===== src/rtl/ms_timer.sv =====
// Programmable countdown timer driven by microsecond/millisecond tick enables.
// Define MS_TIMER_PERIODIC_EN to build the auto-reload (periodic) mode.
module ms_timer #(
    parameter int CNT_DW = 16
) (
    input  logic              clk,
    input  logic              rst,
    input  logic              us_en,
    input  logic              ms_en,
    input  logic              start,
    input  logic              abort,
    input  logic              tick_sel,
    input  logic              periodic,
    input  logic [CNT_DW-1:0] load_val,
    output logic              busy,
    output logic              done,
    output logic [CNT_DW-1:0] remaining
);

    localparam logic [0:0]        ST_IDLE = 1'b0;
    localparam logic [0:0]        ST_RUN  = 1'b1;
    localparam logic [CNT_DW-1:0] CNT_ONE = {{(CNT_DW-1){1'b0}}, 1'b1};

    logic [0:0]        state;
    logic              tick_sel_q;
    logic [CNT_DW-1:0] load_q;
    logic              reload;
    logic              tick;

    // The tick source is frozen at start so a later change of tick_sel cannot
    // switch units mid-count.
    assign tick = tick_sel_q ? us_en : ms_en;
    assign busy = (state == ST_RUN);

`ifdef MS_TIMER_PERIODIC_EN
    logic periodic_q;

    always_ff @(posedge clk or posedge rst) begin
        if (rst) begin
            periodic_q <= 1'b0;
        end else if (!abort && start && (load_val != '0)) begin
            periodic_q <= periodic;
        end
    end

    assign reload = periodic_q;
`else
    logic [CNT_DW:0] unused_cfg;

    assign unused_cfg = {periodic, load_q};
    assign reload     = 1'b0;
`endif

    // NOTE: all state uses non-blocking assignments so every register samples
    // the pre-edge values of its peers, avoiding order-dependent simulation.
    always_ff @(posedge clk or posedge rst) begin
        if (rst) begin
            state      <= ST_IDLE;
            remaining  <= '0;
            done       <= 1'b0;
            tick_sel_q <= 1'b0;
            load_q     <= '0;
        end else begin
            done <= 1'b0;
            if (abort) begin
                state     <= ST_IDLE;
                remaining <= '0;
            end else if (start) begin
                if (load_val != '0) begin
                    tick_sel_q <= tick_sel;
                    load_q     <= load_val;
                    remaining  <= load_val;
                    state      <= ST_RUN;
                end else begin
                    remaining <= '0;
                    state     <= ST_IDLE;
                    done      <= 1'b1;
                end
            end else if ((state == ST_RUN) && tick) begin
                if (remaining == CNT_ONE) begin
                    done <= 1'b1;
                    if (reload) begin
                        remaining <= load_q;
                    end else begin
                        remaining <= '0;
                        state     <= ST_IDLE;
                    end
                end else if (remaining != '0) begin
                    remaining <= remaining - CNT_ONE;
                end
            end
        end
    end

endmodule


===== config.mk =====
export PLATFORM = sky130hd
export DESIGN_NAME = ms_timer
export DESIGN_NICKNAME = d
export VERILOG_FILES = /design/src/rtl/ms_timer.sv
export SDC_FILE = /design/constraint.sdc
export NUM_CORES = 1
export LEC_CHECK = 0
export CORE_MARGIN = 5
export CORE_UTILIZATION = 26
export CTS_CLUSTER_SIZE = 40
export DETAILED_ROUTE_END_ITERATION = 8
export PLACE_DENSITY_LB_ADDON = 0.1
export SETUP_SLACK_MARGIN = 0.05
export SLEW_MARGIN = 20
export SYNTH_ARGS = -nofsm -noshare
export SYNTH_HDL_FRONTEND = slang
export SYNTH_SLANG_ARGS = --single-unit

===== constraint.sdc =====
create_clock -name clk -period 1.6 [get_ports clk]
set_input_delay 0.24 -clock clk [delete_from_list [all_inputs] [get_ports clk]]
set_output_delay 0.24 -clock clk [all_outputs]
set_load 0.02 [all_outputs]

==> results_dict.tcl <==
set metrics [dict create \
    status "finished with violations" \
    violations "negative setup slack" \
    grt_max_degree 20 \
    rrSetupSlack_ns -0.16 \
    rsz0062_at_grt "true" \
    p_leak_nw 1.26 \
    cts_buffer_depth 2 \
    final_util_pct 51.0 \
    min_path_type "input pin to async pin" \
    fin_crit_sh_pct 110 \
    synth_nets 187 \
    root_buffer "clkbuf_8" \
    ant_nets 0 \
    start_util_pct 26.5 \
    vias 1724 \
    cts_hold_buf 0 \
    cts.sinks 19 \
    synth-main-ff-cell "dfrtp_1" \
    hold_ws_ns 0.305 \
    io_pins 42 \
    arrival_ns 1.91 \
    path_max_fanout 3 \
    antenna_cells 0 \
    syn_area_um2 1450 \
    cts_tree "yes" \
    synth_seq_cells 19 \
    wl_um 5610 \
    layout_min_cycle_time_ns 1.76 \
    end_kind "flip-flop" \
    grt_overflow 0 \
    clk-insertion-delay-late_ns 0.27 \
    synth-edff-count 0 \
    tightest_slew_ns 0.323 \
    io_buffers 40 \
    path_clk_slew_ns 0.09 \
    report.final.slew_viol_count 0 \
    drt_iter0_drc 63 \
    r2r-end "remaining[10]$_DFFE_PP0P_" \
    hpwl_um 4100 \
    ff2ff_path_depth 6 \
    core_area_um2 5470 \
    hold_viol 0 \
    final.setup_skew_ns 0.00796 \
    syn_area_per_cell_um2 9.07 \
    grt_first_pass_wirelength_um 9000 \
    gr-usage-all-layers_pct 15.3 \
    stdcell_count 332 \
    final_net_count 288 \
    yosys_warnings 0 \
    die_w_um 84.7 \
    placedCellCount 322 \
    final_cell_area_um2 2790 \
    dp_slack_ns -0.498 \
    htree_levels 1 \
    antenna_found_initial 0 \
    power_density_nw_per_um2 776 \
    grt_pass1_vias 1871 \
    die_h_um 84.7 \
    drive_gt1_share_pct 52.3 \
    synth_cells 160 \
    fp-row-count 27 \
    relSlewSlack_pct 78.3 \
    cts_buffers 3 \
    die_area_um2 7180 \
    drc_errors 0 \
    peakVddDrop_mv 0.312 \
    setup_viol_count_final 17 \
    dr.pass1.iters 4 \
    wl_per_cell_um 16.9 \
    criticalPathCategory "flip-flop to flip-flop" \
    ys_seq_area_share_pct 32.8 \
    async_flop_share_pct 100 \
    vias_per_cell 5.19 \
    area_delta_synth_final_pct 92.3 \
    rr_startpoint "remaining[4]$_DFFE_PP0P_" \
    place_congestion 0.798 \
    maxCapViolations 0 \
    placedInstanceArea_um2 2360 \
    synth_cell_types 44 \
    fmax_ghz 0.568 \
    cp.required_ns 1.75 \
    critPathLaunchType "flip-flop" \
    worst_slack_ns -0.160 \
]
==> power by group <==
| group | switching (mW) | internal, mW | total, mW |
|---|---|---|---|
| combinational | 0.583 | 0.617 | 1.20 |
| clock | 0.188 | 0.178 | 0.366 |
| sequential | 0.0691 | 0.532 | 0.601 |
==> worst max-delay path by stage <==
stage / slack (ns) / depth (start not counted) / start / endpoint
6_report: -0.16 / 6 / remaining[4]$_DFFE_PP0P_ / remaining[10]$_DFFE_PP0P_
4_1_cts: -0.15 / 6 / remaining[4]$_DFFE_PP0P_ / remaining[12]$_DFFE_PP0P_
3_3_place_gp: -0.49 / 7 / load_val[3] / remaining[0]$_DFFE_PP0P_
3_5_place_dp: -0.50 / 7 / load_val[4] / remaining[0]$_DFFE_PP0P_
5_1_grt: -0.22 / 8 / remaining[1]$_DFFE_PP0P_ / remaining[0]$_DFFE_PP0P_
2_1_floorplan: -0.18 / 7 / remaining[3]$_DFFE_PP0P_ / remaining[0]$_DFFE_PP0P_
==> sequential cells by signal (all words and copies together), names as in the netlist <==
signal,count
remaining,16
done,1
busy,1
tick_sel_q,1
==> what timing repair did <==
item / CTS / global route
cloned: 1 / 0
setup endpoints to repair: 32 / 22
buffers inserted: 1 / 4
pin swaps: 28 / 13
resized for setup: 62 / 38
endpoints found under the hold margin: 0 / 0
==> logic make-up after synthesis <==
| kind of cell | count (synthesis) | synth area share, % |
|---|---|---|
| buf+inv | 20 | 8.36 |
| compound gates | 50 | 26.2 |
| fa+ha+maj | 3 | 2.59 |
| simple gates | 65 | 27.9 |
| xor+xnor | 1 | 0.604 |
| mux | 2 | 1.55 |
| flops | 19 | 32.8 |
==> cell usage after synthesis (all sizes together) (2+ instances only) <==
master   n  share of area [%]
and3     3                1.3
a32oi    7                4.2
nor3     9                3.4
inv      6                1.6
o32ai    9                5.4
nor4    10                6.4
ha       3                2.6
clkbuf   6                1.6
nand2   10                2.6
nor2     8                2.6
mux2     2                1.6
buf      8                5.3
nor2b    2               0.86
a31oi    3                1.3
a21oi   14                4.8
a221oi   3                2.7
dfrtp   19                 33
nand2b  12                5.2
o21ai    5                1.7
nor3b    2                1.0
a211oi   4                3.1
and2     2               0.86
==> metal layers <==
metal	GRT usage, %	part of all wire (%)
met1	19.7	45
met2	26.0	50
met3	2.94	3.7
met4	4.32	1.2
met5	0	0
==> through the flow <==
| stage | power, mW | setup TNS [ns] |
|---|---|---|
| after floorplan | 1.10 | -2.13 |
| after global placement | 1.59 | -6.03 |
| after detailed placement | 1.59 | -5.86 |
| after CTS | 2.02 | -1.93 |
| after global routing | 2.28 | -3.33 |
| final | 2.17 | -2.01 |
==> placed cells by master (no fill, tap or decap), drive strengths merged, types with 8 or more instances in the layout <==
master / synthesis / final
dfrtp: 19 / 19
o32ai: 9 / 9
buf: 8 / 70
nand2b: 12 / 12
dlygate4sd2: 0 / 21
nand2: 10 / 10
nor4: 10 / 10
nor3: 9 / 9
clkdlybuf4s50: 0 / 10
nor2: 8 / 8
a21oi: 14 / 14
dlymetal6s2s: 0 / 9
==> final cells by class <==
class                   count  area (um2)
fillers                   529        2680
multi-input cells         121        1180
repair buffers            110         967
flip-flops and latches     19         484
well taps                  72        90.1
clock buffers               4        45.0
inverters                   6        22.5
==> worst max-delay path: stages, from the launching register on <==
cell and delay [ns]:
dfrtp_1 0.42, nor4_4 0.38, buf_4 0.19, and3_4 0.21, buf_6 0.10, a31oi_1 0.08, o32ai_1 0.26
No activity file was read; power rests on OpenSTA's default activity.
